<file path="src/rtl/bcd_updown_counter.sv">
// Two-digit BCD up/down counter with validated parallel load, tick prescaler and wrap pulse.
// Registered outputs, 1-cycle latency; no backpressure (load > count step > hold).
module bcd_updown_counter #(
    parameter int TICK_DIV = 1,
    parameter int DIV_W    = 8
) (
    input  logic       clk,
    input  logic       rst,
    input  logic       en,
    input  logic       up,
    input  logic       load,
    input  logic [3:0] load_tens,
    input  logic [3:0] load_ones,
    output logic [3:0] tens,
    output logic [3:0] ones,
    output logic       carry,
    output logic       load_err
);

    localparam logic [DIV_W-1:0] TICK_LAST = DIV_W'(TICK_DIV - 1);

    logic [DIV_W-1:0] presc;
    logic [3:0]       step_tens;
    logic [3:0]       step_ones;
    logic             step_wrap;
    logic             load_ok;

    assign load_ok = (load_tens <= 4'd9) && (load_ones <= 4'd9);

    // Next digit pair if a step fires this edge, in the sampled direction.
    always_comb begin
        step_tens = tens;
        step_ones = ones;
        step_wrap = 1'b0;
        if (up) begin
            if (ones == 4'd9) begin
                step_ones = 4'd0;
                if (tens == 4'd9) begin
                    step_tens = 4'd0;
                    step_wrap = 1'b1;
                end else begin
                    step_tens = tens + 4'd1;
                end
            end else begin
                step_ones = ones + 4'd1;
            end
        end else begin
            if (ones == 4'd0) begin
                step_ones = 4'd9;
                if (tens == 4'd0) begin
                    step_tens = 4'd9;
                    step_wrap = 1'b1;
                end else begin
                    step_tens = tens - 4'd1;
                end
            end else begin
                step_ones = ones - 4'd1;
            end
        end
    end

    always_ff @(posedge clk or posedge rst) begin
        if (rst) begin
            tens     <= 4'd0;
            ones     <= 4'd0;
            presc    <= '0;
            carry    <= 1'b0;
            load_err <= 1'b0;
        end else begin
            carry    <= 1'b0;
            load_err <= 1'b0;
            if (load) begin
                // A rejected load still consumes the edge: no step, prescaler untouched.
                if (load_ok) begin
                    tens  <= load_tens;
                    ones  <= load_ones;
                    presc <= '0;
                end else begin
                    load_err <= 1'b1;
                end
            end else if (en) begin
                if (presc == TICK_LAST) begin
                    presc <= '0;
                    tens  <= step_tens;
                    ones  <= step_ones;
                    carry <= step_wrap;
                end else begin
                    presc <= presc + DIV_W'(1);
                end
            end
        end
    end

endmodule

</file>
<file path="config.mk">
export PLATFORM = sky130hd
export DESIGN_NAME = bcd_updown_counter
export DESIGN_NICKNAME = d
export VERILOG_FILES = /design/src/rtl/bcd_updown_counter.sv
export SDC_FILE = /design/constraint.sdc
export NUM_CORES = 1
export LEC_CHECK = 0
export BUFFER_PORTS_ARGS = -buffer_cell sky130_fd_sc_hd__buf_2
export CAP_MARGIN = 20
export CORE_UTILIZATION = 55
export CTS_CLUSTER_SIZE = 40
export DETAILED_ROUTE_END_ITERATION = 10
export HOLD_SLACK_MARGIN = 0.1
export PLACE_DENSITY = 0.77
export SYNTH_ARGS = -nofsm -noshare
export SYNTH_HDL_FRONTEND = slang
export SYNTH_SLANG_ARGS = --single-unit
</file>
<file path="constraint.sdc">
create_clock -name clk -period 1.7 [get_ports clk]
set_input_delay 0.34 -clock clk [delete_from_list [all_inputs] [get_ports clk]]
set_output_delay 0.34 -clock clk [all_outputs]
set_load 0.05 [all_outputs]
</file>
# ---- Yosys cells after proc, flatten, opt, wreduce, memory -nomap -nowiden
# Cells that the tools add are included.
dict set report op_classes {
  addsub 5
  n_lt_le_gt_ge 2
  n_eq_ne 4
  n_mux 30
  n_reduce_logical 10
}
# op n
set op_table {}
lappend op_table {{two-way mux 4 bit} 16}
lappend op_table {{two-way mux 8 bit} 4}
lappend op_table {{two-way mux 1 bit} 10}
lappend op_table {{adder 4 x 1 -> 4 bit (second input constant)} 2}
lappend op_table {{adder 8 x 1 -> 8 bit (second input constant)} 1}
lappend op_table {{equality test 4 bit (second input constant)} 2}
lappend op_table {{less-or-equal comparator 4 bit (second input constant)} 2}
lappend op_table {{zero test 4 bit} 2}
lappend op_table {{zero test 8 bit} 1}
lappend op_table {{subtractor 4 x 1 -> 4 bit (second input constant)} 2}
lappend op_table {{AND reduction 5 bit} 1}
lappend op_table {{nonzero test 2 bit} 2}
lappend op_table {{!= test 3 x 1 -> 1 bit (second input constant)} 1}
lappend op_table {{AND reduction 3 bit} 1}
lappend op_table {{nonzero test 3 bit} 1}
lappend op_table {{!= test 2 x 1 -> 1 bit (second input constant)} 1}
lappend op_table {{AND reduction 2 bit} 1}
lappend op_table {{logical AND 1 bit} 1}
dict set report totals {
  ff_bits 18
  in_bits 13
  output_inout_bits 10
  elab_cells 56
}

# ---- Depth between registers and ports, before layout
# Gate-level depths: netlist (run 1).
dict set report depth {
  ltp_word 7
  depth_mapped 7
  mapped_depth_nobuf 6
}

# ---- Worst setup path after synthesis (run 1)
# OpenSTA, ideal clock, no wires.
dict set report synth_path {
  kind {register -> register}
  from {register ones[3]}
  to {register tens[2]}
  setup_ns 0.126
  arrival_ns 1.679
  t_required_ns 1.574
  slack_ns -0.105
  stages_incl_launch_ff 6
  path_buffers 1
  synth_period_minus_slack_ns 1.805
  path_cell_list {dfrtp_1 buf_2 and3_1 o2111ai_2 and2_4 a221o_1}
}
dict set report synth_between {
  elab_chain_len 3
  elab_cells_between_ends 5
  classes_between {eq/ne: 2; reduce/logical: 3}
}
# item line
set synth_rtl {}
lappend synth_rtl {{from (decl)} 15} ;# output logic [3:0] ones,
lappend synth_rtl {{from (signal assigned)} 76} ;# ones <= load_ones;
lappend synth_rtl {{from (signal assigned)} 85} ;# ones <= step_ones;
lappend synth_rtl {{equality test 4 bit or zero test 4 bit (tied branches)} {36, 48}}
lappend synth_rtl {{!= test 3 x 1 -> 1 bit (no source line) or nonzero test 3 bit (tied branches)} --}
lappend synth_rtl {{AND reduction 5 bit (no source line) *} --}
lappend synth_rtl {{to (signal assigned)} 75} ;# tens <= load_tens;
lappend synth_rtl {{to (signal assigned)} 84} ;# tens <= step_tens;
lappend synth_rtl {{to (decl)} 14} ;# output logic [3:0] tens,
# Every way passes the cells marked *; elsewhere a longest branch is shown, timed or not.
# A chain may end at the register's enable or synchronous reset.

# ---- Worst setup path in the final report (run 1)
dict set report layout_path {
  from {register presc[1]}
  to {register tens[1]}
}
dict set report layout_between {
  elab_chain_len 3
}
# item line
set layout_rtl {}
lappend layout_rtl {{from (decl)} 22} ;# logic [DIV_W-1:0] presc;
lappend layout_rtl {{from (signal assigned)} 88} ;# presc <= presc + DIV_W'(1);
lappend layout_rtl {{zero test 8 bit} 82} ;# if (presc == TICK_LAST) begin
lappend layout_rtl {{nonzero test 2 bit (no source line)} --}
lappend layout_rtl {{AND reduction 5 bit (no source line)} --}
# Every way passes these cells.

==> impl_results.rst, run 1 <==
.. list-table::
   :header-rows: 1

   * - Metric
     - Value
   * - Outcome
     - finished with violations
   * - Violated checks
     - setup timing
   * - Flop and latch count out of synthesis
     - 18
   * - Largest delay share family, worst path
     - simple AND/OR/NAND/NOR gates
   * - Time the worst path needs with I/O delays and setup
     - 1.706 ns
   * - Area of the core
     - 2212 um2
   * - Worst-path cell chain
     - inv_1 -> ha_1 -> and4bb_2 -> o2111ai_4 -> and2_4 -> a221o_1
   * - Post-layout power
     - 1743 uW
   * - Total number of clock tree sinks
     - 18
   * - Clock tree from TritonCTS
     - built
   * - Delay of the slowest critical-path stage
     - 0.42 ns
   * - Non-Filler Instances
     - 211
   * - Period utilization
     - 100.4%
   * - Final setup vio count
     - 1
   * - Routability congestion estimate
     - 0.8170
   * - Later-pin clock latency in the skew report
     - 0.31 ns
   * - Required time at the worst-slack endpoint
     - 1.90 ns
   * - Final number of max-transition violations
     - 0
   * - Via total after detailed routing
     - 1278
   * - Type of the setup path with the least slack
     - flip-flop to flip-flop
   * - Top-level port count
     - 23
   * - Clock slew seen by the registers of the worst setup and hold paths
     - 0.10 ns
   * - Wire length of the first global-routing pass
     - 5.161 mm
   * - Number of different library cells in the post-synthesis netlist
     - 51
   * - Antenna violations before repair
     - 0
   * - Sequential fraction of the synthesis area
     - 34.62%
   * - Synth-to-Final Area Change
     - 24.04%
   * - Leakage power of the design
     - 0.0007159 uW
   * - Maximum resistive drop on vdd
     - 0.9104 mV
   * - Root buffer cell
     - sky130_fd_sc_hd__clkbuf_4
   * - Maximum frequency from static timing analysis
     - 586.1 MHz
   * - Number of enable flip-flop cells after synthesis
     - 0
   * - Synth Instances
     - 146
   * - Share of synthesized registers carrying an async set or reset
     - 100.0%
   * - Cell row count
     - 17
   * - Final HPWL DP
     - 2.321 mm
   * - Tightest Hold Check Type
     - input pin to flip-flop
   * - Normalized max-slew margin
     - 72.50%
   * - All-layer global routing usage
     - 27.30%
   * - Via count normalized by instance count
     - 6.057
   * - Number of CTS-inserted buffers
     - 3
   * - Number of DRC violations after detailed-routing iteration 0
     - 40
   * - Primary flip-flop cell chosen by synthesis mapping
     - sky130_fd_sc_hd__dfrtp_1
   * - Slew at the pin with the worst max-slew slack
     - 0.4120 ns
   * - Count of nets left with antenna violations after detail routing
     - 0
   * - Worst Path Arrival
     - 1.90 ns
   * - Total number of H-tree levels
     - 1
   * - Syn Area/Cell
     - 8.913 um2
   * - Aggregate global routing overflow
     - 0
   * - Crit Path Max Fanout
     - 5
   * - DRC violation count after routing
     - 0
   * - Final clock skew
     - 0.006138 ns
   * - Total nets after synthesis
     - 161
   * - Critical path's slowest cell
     - sky130_fd_sc_hd__dfrtp_1
   * - Fraction of final layout cells with drive strength greater than 1
     - 34.43%
   * - Number of buffers and inverters on the critical path
     - 1
   * - Yosys synthesis warning count
     - 0
   * - CP startpoint kind
     - flip-flop
   * - Synth Cell Area
     - 1301 um2
   * - Placed cells
     - 204
   * - Maximum number of pins on one net before global-route repair
     - 12
   * - Core Util, Final
     - 72.96%
   * - Number of global-route vias before repair
     - 1193
   * - Die outline width
     - 50.64 um
   * - Max-cap violations
     - 0
   * - Total routed wirelength
     - 3.263 mm
   * - # port buffers
     - 22
   * - Vert. Die Dim
     - 50.64 um
   * - Setup repair after global routing missed its margin
     - true
   * - Average wire length per cell after detail routing
     - 15.46 um
   * - Fin worst setup slack
     - -0.006270 ns
   * - Maximum count of clock buffers along a single path
     - 2
   * - Ant. Diodes
     - 0
   * - CP endpoint kind
     - flip-flop
   * - Ratio of total power to cell area
     - 1080 nW/um2
   * - Die Outline Area
     - 2564 um2
   * - Hold Violations, Final
     - 0
   * - Initial core utilization
     - 58.82%
   * - Number of nets at the end of the flow
     - 199
   * - DRT Pass-1 Iters
     - 4
-- sequential cells by signal (all words and copies together) (netlist names) --
| register | count |
|---|---|
| tens | 4 |
| ones | 4 |
| carry | 1 |
| load_err | 1 |
| presc | 8 |
-- power by group --
group / leakage, uW / switching [uW] / total (uW) / internal [uW]
registers: 0.000227 / 146 / 648 / 502
logic: 0.000468 / 518 / 821 / 303
clock network: 0.0000210 / 143 / 274 / 131
total: 0.000716 / 806 / 1740 / 937
-- layout by cell type, fill, tap and decap left out, drive strengths merged, types with 4 or more instances in the layout --
| cell | n |
|---|---|
| nand3 | 9 |
| a21oi | 11 |
| or3 | 4 |
| inv | 12 |
| o21ai | 10 |
| mux2 | 4 |
| nand2 | 7 |
| clkbuf | 4 |
| buf | 43 |
| dfrtp | 18 |
-- Yosys cell counts (all sizes together), types with 2 or more instances --
| cell | number | area, um2 |
|---|---|---|
| a2111oi | 2 | 17.52 |
| nand2 | 7 | 26.28 |
| o211ai | 3 | 22.52 |
| or3 | 4 | 25.02 |
| nor4 | 2 | 27.53 |
| nor2 | 2 | 7.510 |
| nand3 | 9 | 45.04 |
| a311oi | 2 | 17.52 |
| o2111ai | 2 | 23.77 |
| nand2b | 3 | 18.77 |
| dfrtp | 18 | 450.4 |
| a221o | 3 | 30.03 |
| o21ai | 10 | 50.05 |
| buf | 9 | 53.80 |
| a32oi | 2 | 17.52 |
| mux2 | 4 | 45.04 |
| inv | 12 | 45.04 |
| xor2 | 3 | 26.28 |
| xnor2 | 2 | 17.52 |
| and4b | 2 | 20.02 |
| or4 | 3 | 22.52 |
| nor3 | 2 | 10.01 |
| a21oi | 11 | 55.05 |
| clkbuf | 2 | 7.510 |
| nor2b | 2 | 12.51 |
| o31ai | 2 | 15.01 |
| and3 | 3 | 18.77 |
| a22oi | 2 | 15.01 |
| ha | 2 | 25.02 |
-- final timing paths --
path / cells past startpoint / startpoint / endpoint / slack [ns]
max: 6 / presc[1]$_DFFE_PP0P_ / tens[1]$_DFFE_PP0P_ / -0.006
min: 2 / load_tens[2] / tens[2]$_DFFE_PP0P_ / 0.29
max reg2reg: 6 / presc[1]$_DFFE_PP0P_ / tens[1]$_DFFE_PP0P_ / -0.006
min reg2reg: 1 / ones[1]$_DFFE_PP0P_ / ones[1]$_DFFE_PP0P_ / 0.60
max in group asynchronous: 4 / rst / presc[1]$_DFFE_PP0P_ / 0.65
min in group asynchronous: 3 / rst / ones[1]$_DFFE_PP0P_ / 0.57
-- cells by family after synthesis --
kind of cell / count (synthesis) / share of synthesized area, %
multiplexers: 4 / 3.461
adder cells (fa/ha/maj): 2 / 1.923
AO/OA/AOI/OAI: 49 / 26.64
buffers and inverters: 23 / 8.173
AND/OR/NAND/NOR: 45 / 21.83
flip-flops: 18 / 34.62
XOR/XNOR: 5 / 3.366
-- timing repair --
item | 4_1_cts | 5_1_grt
endpoints found under the hold margin | 10 | 0
setup buffers | 0 | 2
gates resized for setup | 3 | 2
pin swaps | 0 | 4
endpoints found under the setup margin | 4 | 6
hold buffers | 1 | 0
-- area by class of cell --
type,count,area [um2]
multi-input combinational,105,764.5
fill,170,598.1
sequential,18,455.4
timing repair buffer,44,277.8
inverter,12,45.04
clock buffer,4,36.28
tap,28,35.03
-- metrics by stage --
| step | hold slack (ns) | worst slack, ns | TNS, ns | cell area (um2) |
|---|---|---|---|---|
| global route | 0.3085 | -0.07342 | -0.2196 | 1614 |
| finish | 0.2894 | -0.006270 | -0.006270 | 1614 |
| CTS | 0.2819 | 0.009325 | 0 | 1593 |
| detailed placement | 0.3475 | -0.009114 | -0.009114 | 1533 |
| global placement | 0.3392 | 0.02547 | 0 | 1533 |
| floorplan | 0.2783 | 0.004362 | 0 | 1306 |
-- per-layer routing --
metal	track usage, %	vias up	wire length (um)
met1	34.87	615	1486
met5	0	-	0
li1	-	629	-
met3	1.818	7	77
met4	13.89	0	70
met2	46.22	27	1627
Note: power is estimated with default switching activity, not from simulation.
==> run 2, diff against run 1 <==
--- a/config.mk
+++ b/config.mk
@@ -13,4 +13,5 @@
 export HOLD_SLACK_MARGIN = 0.1
 export PLACE_DENSITY = 0.77
+export RECOVER_POWER = 100
 export SYNTH_ARGS = -nofsm -noshare
 export SYNTH_HDL_FRONTEND = slang
==> constraint.sdc (replaced) <==
create_clock -name clk -period 1.7 [get_ports clk]
set_input_delay 0.34 -clock clk [delete_from_list [all_inputs] [get_ports clk]]
set_output_delay 0.34 -clock clk [all_outputs]
set_load 0.01 [all_outputs]
==> impl_results.rst, run 2 (synthesis gave the netlist of run 1 again) <==
.. list-table::
   :header-rows: 1

   * - Metric
     - Value
   * - # port buffers
     - 22 (unchanged)
   * - Worst Path Arrival
     - 1.89 ns (about the same)
   * - CP startpoint kind
     - flip-flop
   * - Maximum number of pins on one net before global-route repair
     - 19 (+7)
   * - Violated checks
     - setup timing
   * - Cell row count
     - 17 (unchanged)
   * - Part of the total power dissipated in combinational logic
     - 41.6% (-5.5 points)
   * - Maximum frequency from static timing analysis
     - 588.0 MHz (+0.33%)
   * - Number of DRC violations after detailed-routing iteration 0
     - 27 (-33%)
   * - Antenna violations before repair
     - 0 (unchanged)
   * - Final HPWL DP
     - 2.318 mm (-0.13%)
   * - Commonest non-fill, non-tap cells in the layout
     - sky130_fd_sc_hd__buf_4, sky130_fd_sc_hd__dfrtp_1, sky130_fd_sc_hd__buf_2
   * - Ant. Diodes
     - 0 (unchanged)
   * - Outcome
     - finished with violations
   * - Worst setup slack after placement
     - -0.03637 ns (-0.02725 ns)
   * - Crit Path Max Fanout
     - 5 (unchanged)
   * - Later-pin clock latency in the skew report
     - 0.29 ns (-0.02 ns)
   * - Die outline width
     - 50.64 um (unchanged)
   * - Synth-to-Final Area Change
     - 21.63%
   * - Depth of the worst register-to-register path
     - 6 (unchanged)
   * - DRT Pass-1 Iters
     - 4 (unchanged)
   * - Top-level port count
     - 23 (unchanged)
   * - Setup_tns
     - -0.0006075 ns (+0.005662 ns)
   * - Die Outline Area
     - 2564 um2 (unchanged)
   * - Ratio of total power to cell area
     - 956.8 nW/um2 (-11%)
   * - Number of fill cells
     - 182 (+7.1%)
   * - Tightest Hold Check Type
     - input pin to async pin
   * - DRC violation count after routing
     - 0 (unchanged)
   * - Number of global-route vias before repair
     - 1194 (+0.084%)
   * - Sequential group share of total power
     - 41.0% (+3.8 points)
   * - Hold Violations, Final
     - 0 (unchanged)
   * - Setup repair after global routing missed its margin
     - true
   * - Internal reg-to-reg setup slack
     - -0.0006 ns (about the same)
   * - Normalized max-slew margin
     - 54.82% (-18 points)
   * - Total number of H-tree levels
     - 1 (unchanged)
   * - Type of the setup path with the least slack
     - flip-flop to flip-flop
   * - Maximum resistive drop on vdd
     - 0.7036 mV (-23%)
   * - Maximum count of clock buffers along a single path
     - 2 (unchanged)
   * - Vert. Die Dim
     - 50.64 um (unchanged)
   * - CP endpoint kind
     - flip-flop
   * - Period utilization
     - 100.0% (-0.33 points)
   * - Most common cell after layout, fill and taps aside
     - sky130_fd_sc_hd__buf_4
   * - Initial core utilization
     - 58.82% (unchanged)
   * - Power Internal
     - 922.4 uW (-1.5%)
   * - Count of nets left with antenna violations after detail routing
     - 0 (unchanged)
   * - Clock slew seen by the registers of the worst setup and hold paths
     - 0.10 ns (about the same)
   * - Aggregate global routing overflow
     - 0 (unchanged)
   * - Area of the core
     - 2212 um2 (unchanged)
   * - Total routed wirelength
     - 3.093 mm (-5.2%)
   * - Worst Setup SP
     - presc[0]$_DFFE_PP0P_
   * - Number of CTS-inserted buffers
     - 3 (unchanged)
   * - RR Endpoint
     - ones[2]$_DFFE_PP0P_
   * - Fraction of final layout cells with drive strength greater than 1
     - 27.47% (-7.0 points)
   * - Max-cap violations
     - 0 (unchanged)
   * - All-layer global routing usage
     - 26.68% (-0.61 points)
   * - Non-Filler Instances
     - 210 (-0.47%)
   * - Placed cells
     - 204 (unchanged)
   * - Number of nets at the end of the flow
     - 198 (-0.50%)
   * - Root buffer cell
     - sky130_fd_sc_hd__clkbuf_4
   * - Total number of clock tree sinks
     - 18 (unchanged)
   * - Via total after detailed routing
     - 1289 (+0.86%)
   * - Max FFs per register
     - 8 (unchanged)
   * - Time the worst path needs with I/O delays and setup
     - 1.701 ns (-0.005662 ns)
   * - Final clock skew
     - 0.002846 ns (-0.003292 ns)
   * - Leakage power of the design
     - 0.0006867 uW (-4.1%)
   * - Switching share of power
     - 39.09% (-7.2 points)
   * - Largest registers
     - presc (8), ones (4), tens (4)
   * - Slew at the pin with the worst max-slew slack
     - 0.6770 ns (+0.2650 ns)
   * - Average wire length per cell after detail routing
     - 14.73 um (-4.8%)
   * - Clock tree from TritonCTS
     - built
   * - Register with the highest flop count
     - presc
   * - Clock network fraction of design power
     - 17.4% (+1.7 points)
   * - Worst reg2reg path startpoint
     - presc[0]$_DFFE_PP0P_
   * - Final number of max-transition violations
     - 0 (unchanged)
   * - Via count normalized by instance count
     - 6.138 (+1.3%)
   * - Final setup vio count
     - 1 (unchanged)
   * - Switching power total
     - 591.9 uW (-27%)
   * - Wire length of the first global-routing pass
     - 5.188 mm (+0.52%)
   * - Required time at the worst-slack endpoint
     - 1.89 ns (about the same)
   * - Routability congestion estimate
     - 0.8350 (+2.2%)
   * - Fin worst setup slack
     - -0.0006075 ns (+0.005662 ns)
## run 2: what timing repair did
action | 4_1_cts | 5_1_grt
pin swaps | 1 | 4
hold buffers | 0 | 0
setup buffers | 0 | 2
gates resized for setup | 3 | 3
setup endpoints to repair | 3 | 6
endpoints found under the hold margin | 0 | 0
## run 2: how the worst max path moves through the flow
stage                          endpoint  slack [ns]  depth (start not counted)
floorplan           ones[0]$_DFFE_PP0P_        0.10                          7
global placement    tens[1]$_DFFE_PP0P_        0.03                          6
detailed placement  tens[3]$_DFFE_PP0P_       -0.04                          6
CTS                 tens[1]$_DFFE_PP0P_       0.005                          6
global route        tens[1]$_DFFE_PP0P_       -0.09                          6
finish              ones[2]$_DFFE_PP0P_     -0.0006                          6
## run 2: power groups by stage
stage	Combinational (uW)	Sequential, uW	Clock (uW)
floorplan	450	592	0
global placement	614	616	0
detailed placement	640	621	0
CTS	650	611	265
global route	699	636	281
finish	631	621	263
## run 2: cell type report
class | count | area (um2) | area share [%]
Multi-Input combinational cell | 105 | 764.5 | 48.30
Tap cell | 28 | 35.03 | 2.213
Sequential cell | 18 | 450.4 | 28.46
Timing Repair Buffer | 43 | 251.5 | 15.89
Clock buffer | 4 | 36.28 | 2.292
Inverter | 12 | 45.04 | 2.846
## run 2: metrics by stage
step | hold slack [ns] | utilization [%] | power (uW) | cell area (um2)
after floorplan | 0.2786 | - | 1042 | 1301
after global placement | 0.4617 | 69.06 | 1230 | 1528
after detailed placement | 0.4720 | 69.06 | 1261 | 1528
after CTS | 0.1508 | 71.38 | 1526 | 1579
after global routing | 0.1865 | 71.55 | 1616 | 1583
final | 0.1291 | 71.55 | 1514 | 1583
## run 2: worst max-delay path, cell delays in order, from the launching register on
cell,delay (ns)
sky130_fd_sc_hd__dfrtp_1,0.41
sky130_fd_sc_hd__inv_2,0.08
sky130_fd_sc_hd__ha_2,0.17
sky130_fd_sc_hd__and4bb_2,0.28
sky130_fd_sc_hd__nand3_1,0.11
sky130_fd_sc_hd__nand2_1,0.20
sky130_fd_sc_hd__mux2_2,0.36
## run 2: routing by layer
metal	global-route usage, %	up-vias	routed length [um]
li1	-	625	-
met1	35.51	632	1352
met2	45.56	26	1607
met3	2.424	6	93
met4	8.333	0	40
met5	0	-	0
==> run 3, diff against run 2 <==
- CORE_ASPECT_RATIO: not set -> 2
- CORE_UTILIZATION: 55 -> 26
- PLACE_DENSITY: 0.77 -> 0.41
- RECOVER_POWER: 100 -> 50
==> impl_results.rst, run 3 (synthesis gave the netlist of run 1 again) <==
.. list-table::
   :header-rows: 1

   * - Metric
     - Value
   * - Number of DRC violations after detailed-routing iteration 0
     - 23 (-15%)
   * - Maximum frequency from static timing analysis
     - 597.3 MHz (+1.6%)
   * - Via total after detailed routing
     - 1316 (+2.1%)
   * - Outcome
     - complete, no violations
   * - Largest delay share family, worst path
     - simple AND/OR/NAND/NOR gates
   * - Die outline width
     - 52.03 um (+2.7%)
   * - Worst-path cell chain
     - inv_2 -> ha_2 -> and4bb_2 -> o2111ai_4 -> and2_4 -> a221o_1
   * - Synth-to-Final Area Change
     - 29.90%
   * - Fin worst setup slack
     - 0.02583 ns (+0.02644 ns)
   * - Critical path's slowest cell
     - sky130_fd_sc_hd__dfrtp_1
   * - Slew at the pin with the worst max-slew slack
     - 0.4756 ns (-0.2014 ns)
   * - Maximum resistive drop on vdd
     - 0.5614 mV (-20%)
   * - Final setup vio count
     - 0 (-1)
   * - Vert. Die Dim
     - 102.0 um (+100%)
   * - Number of CTS-inserted buffers
     - 3 (unchanged)
   * - Time the worst path needs with I/O delays and setup
     - 1.674 ns (-0.02644 ns)
   * - CP startpoint kind
     - flip-flop
   * - Normalized max-slew margin
     - 68.29% (+13 points)
   * - Register with the highest flop count
     - presc
   * - Final clock skew
     - 0.003641 ns (+0.0007952 ns)
   * - Average wire length per cell after detail routing
     - 15.41 um (+4.6%)
   * - Number of nets at the end of the flow
     - 203 (+2.5%)
   * - Antenna violations before repair
     - 0 (unchanged)
   * - Clock network fraction of design power
     - 21.6% (+4.2 points)
   * - Fraction of final layout cells with drive strength greater than 1
     - 33.69% (+6.2 points)
   * - Max FFs per register
     - 8 (unchanged)
   * - CP endpoint kind
     - flip-flop
   * - Part of the total power dissipated in combinational logic
     - 42.9% (+1.3 points)
   * - Wire length of the first global-routing pass
     - 6.106 mm (+18%)
   * - Ant. Diodes
     - 0 (unchanged)
   * - Placed cells
     - 235 (+15%)
   * - Power Internal
     - 1035 uW (+12%)
   * - Total routed wirelength
     - 3.759 mm (+22%)
   * - Total number of clock tree sinks
     - 18 (unchanged)
   * - Non-Filler Instances
     - 244 (+16%)
   * - Final HPWL DP
     - 2.929 mm (+26%)
   * - Largest registers
     - presc (8), ones (4), tens (4)
   * - Area of the core
     - 4820 um2 (+120%)
   * - Most common cell after layout, fill and taps aside
     - sky130_fd_sc_hd__buf_4
   * - Leakage power of the design
     - 0.0007447 uW (+8.5%)
   * - Later-pin clock latency in the skew report
     - 0.26 ns (-0.03 ns)
   * - Hold Violations, Final
     - 0 (unchanged)
   * - Clock slew seen by the registers of the worst setup and hold paths
     - 0.07 ns (-0.03 ns)
   * - Routability congestion estimate
     - 0.7717 (-7.6%)
   * - Tightest Hold Check Type
     - input pin to flip-flop
   * - Initial core utilization
     - 27.00% (-32 points)
   * - Worst Path Arrival
     - 1.81 ns (-0.08 ns)
   * - DRT Pass-1 Iters
     - 5 (+1)
   * - DRC violation count after routing
     - 0 (unchanged)
   * - Maximum count of clock buffers along a single path
     - 2 (unchanged)
   * - Crit Path Max Fanout
     - 5 (unchanged)
   * - Aggregate global routing overflow
     - 0 (unchanged)
   * - Via count normalized by instance count
     - 5.393 (-12%)
   * - Setup repair after global routing missed its margin
     - true
   * - Commonest non-fill, non-tap cells in the layout
     - sky130_fd_sc_hd__buf_4, sky130_fd_sc_hd__buf_2, sky130_fd_sc_hd__dfrtp_1
   * - Setup_tns
     - 0 ns (+0.0006075 ns)
   * - Switching share of power
     - 37.90% (-1.2 points)
   * - Number of buffers and inverters on the critical path
     - 1 (unchanged)
   * - Maximum number of pins on one net before global-route repair
     - 19 (unchanged)
   * - Cell row count
     - 36 (+19)
   * - Ratio of total power to cell area
     - 986.2 nW/um2 (+3.1%)
   * - # port buffers
     - 22 (unchanged)
   * - Type of the setup path with the least slack
     - flip-flop to flip-flop
   * - Sequential group share of total power
     - 35.5% (-5.5 points)
   * - All-layer global routing usage
     - 15.10% (-12 points)
   * - Max-cap violations
     - 0 (unchanged)
   * - Total number of H-tree levels
     - 1 (unchanged)
   * - Required time at the worst-slack endpoint
     - 1.84 ns (-0.05 ns)
   * - Period utilization
     - 98.48% (-1.6 points)
   * - Switching power total
     - 631.8 uW (+6.7%)
   * - Worst setup slack after placement
     - -0.05977 ns (-0.02341 ns)
   * - Clock tree from TritonCTS
     - built
   * - Delay of the slowest critical-path stage
     - 0.39 ns (-0.02 ns)
   * - Root buffer cell
     - sky130_fd_sc_hd__clkbuf_8
   * - Die Outline Area
     - 5309 um2 (+110%)
   * - Number of global-route vias before repair
     - 1293 (+8.3%)
   * - Count of nets left with antenna violations after detail routing
     - 0 (unchanged)
   * - Final number of max-transition violations
     - 0 (unchanged)
   * - Top-level port count
     - 23 (unchanged)
## run 3: changes by cell type in the layout (fill, tap and decap cells not counted), moves of 3 or more
| cell | previous run | this run |
|---|---|---|
| sky130_fd_sc_hd__buf_4 | 19 | 24 |
| sky130_fd_sc_hd__buf_2 | 15 | 22 |
| sky130_fd_sc_hd__clkbuf_8 | 1 | 4 |
| sky130_fd_sc_hd__clkbuf_1 | 9 | 0 |
| sky130_fd_sc_hd__clkbuf_4 | 3 | 0 |
## run 3: repair_timing
action / 4_1_cts / 5_1_grt
resized for setup: 1 / 3
endpoints found under the hold margin: 18 / 0
pin swaps: 3 / 0
hold buffers: 1 / 0
buffers inserted: 3 / 1
setup endpoints to repair: 2 / 9
## run 3: power by group through the flow
stage	combinational [uW]	clock, uW	sequential [uW]
after global routing	787	388	607
after floorplan	450	0	592
final	715	360	591
after detailed placement	702	0	599
after global placement	688	0	598
after CTS	719	374	590
## run 3: cell type report
class | count | area, um2
sequential | 18 | 450.4
clock buffer | 4 | 55.05
inverter | 12 | 45.04
fill | 497 | 3129
timing repair buffer | 48 | 305.3
tap | 57 | 71.32
multi-input combinational | 105 | 763.2
## run 3: path summary, 6_finish.rpt
path,end,startpoint,slack [ns],cells past startpoint
setup / recovery,tens[2]$_DFFE_PP0P_,presc[0]$_DFFE_PP0P_,0.03,6
hold / removal,tens[1]$_DFFE_PP0P_,load_tens[1],0.34,2
setup reg to reg,tens[2]$_DFFE_PP0P_,presc[0]$_DFFE_PP0P_,0.03,6
hold reg to reg,presc[7]$_DFFE_PP0P_,presc[7]$_DFFE_PP0P_,0.60,2
max in group asynchronous,carry$_DFF_PP0_,rst,0.65,4
min in group asynchronous,load_err$_DFF_PP0_,rst,0.72,4
## run 3: per-layer routing
metal | vias up | global-route usage (%) | part of all wire (%) | routed length, um
met4 | 0 | 3.950 | 0.93 | 35
met2 | 30 | 28.99 | 56 | 2088
met1 | 650 | 16.80 | 41 | 1537
met5 | - | 0 | 0 | 0
met3 | 4 | 1.488 | 2.6 | 98
li1 | 632 | - | - | -
## run 3: through the flow
step	hold slack [ns]	power (uW)	instance area (um2)	utilization [%]
6_report	0.3430	1667	1690	35.07
5_1_grt	0.3410	1782	1690	35.07
4_1_cts	0.3389	1683	1678	34.81
3_5_place_dp	0.3763	1300	1579	32.76
3_3_place_gp	0.3675	1286	1579	32.76
2_1_floorplan	0.2786	1042	1301	-
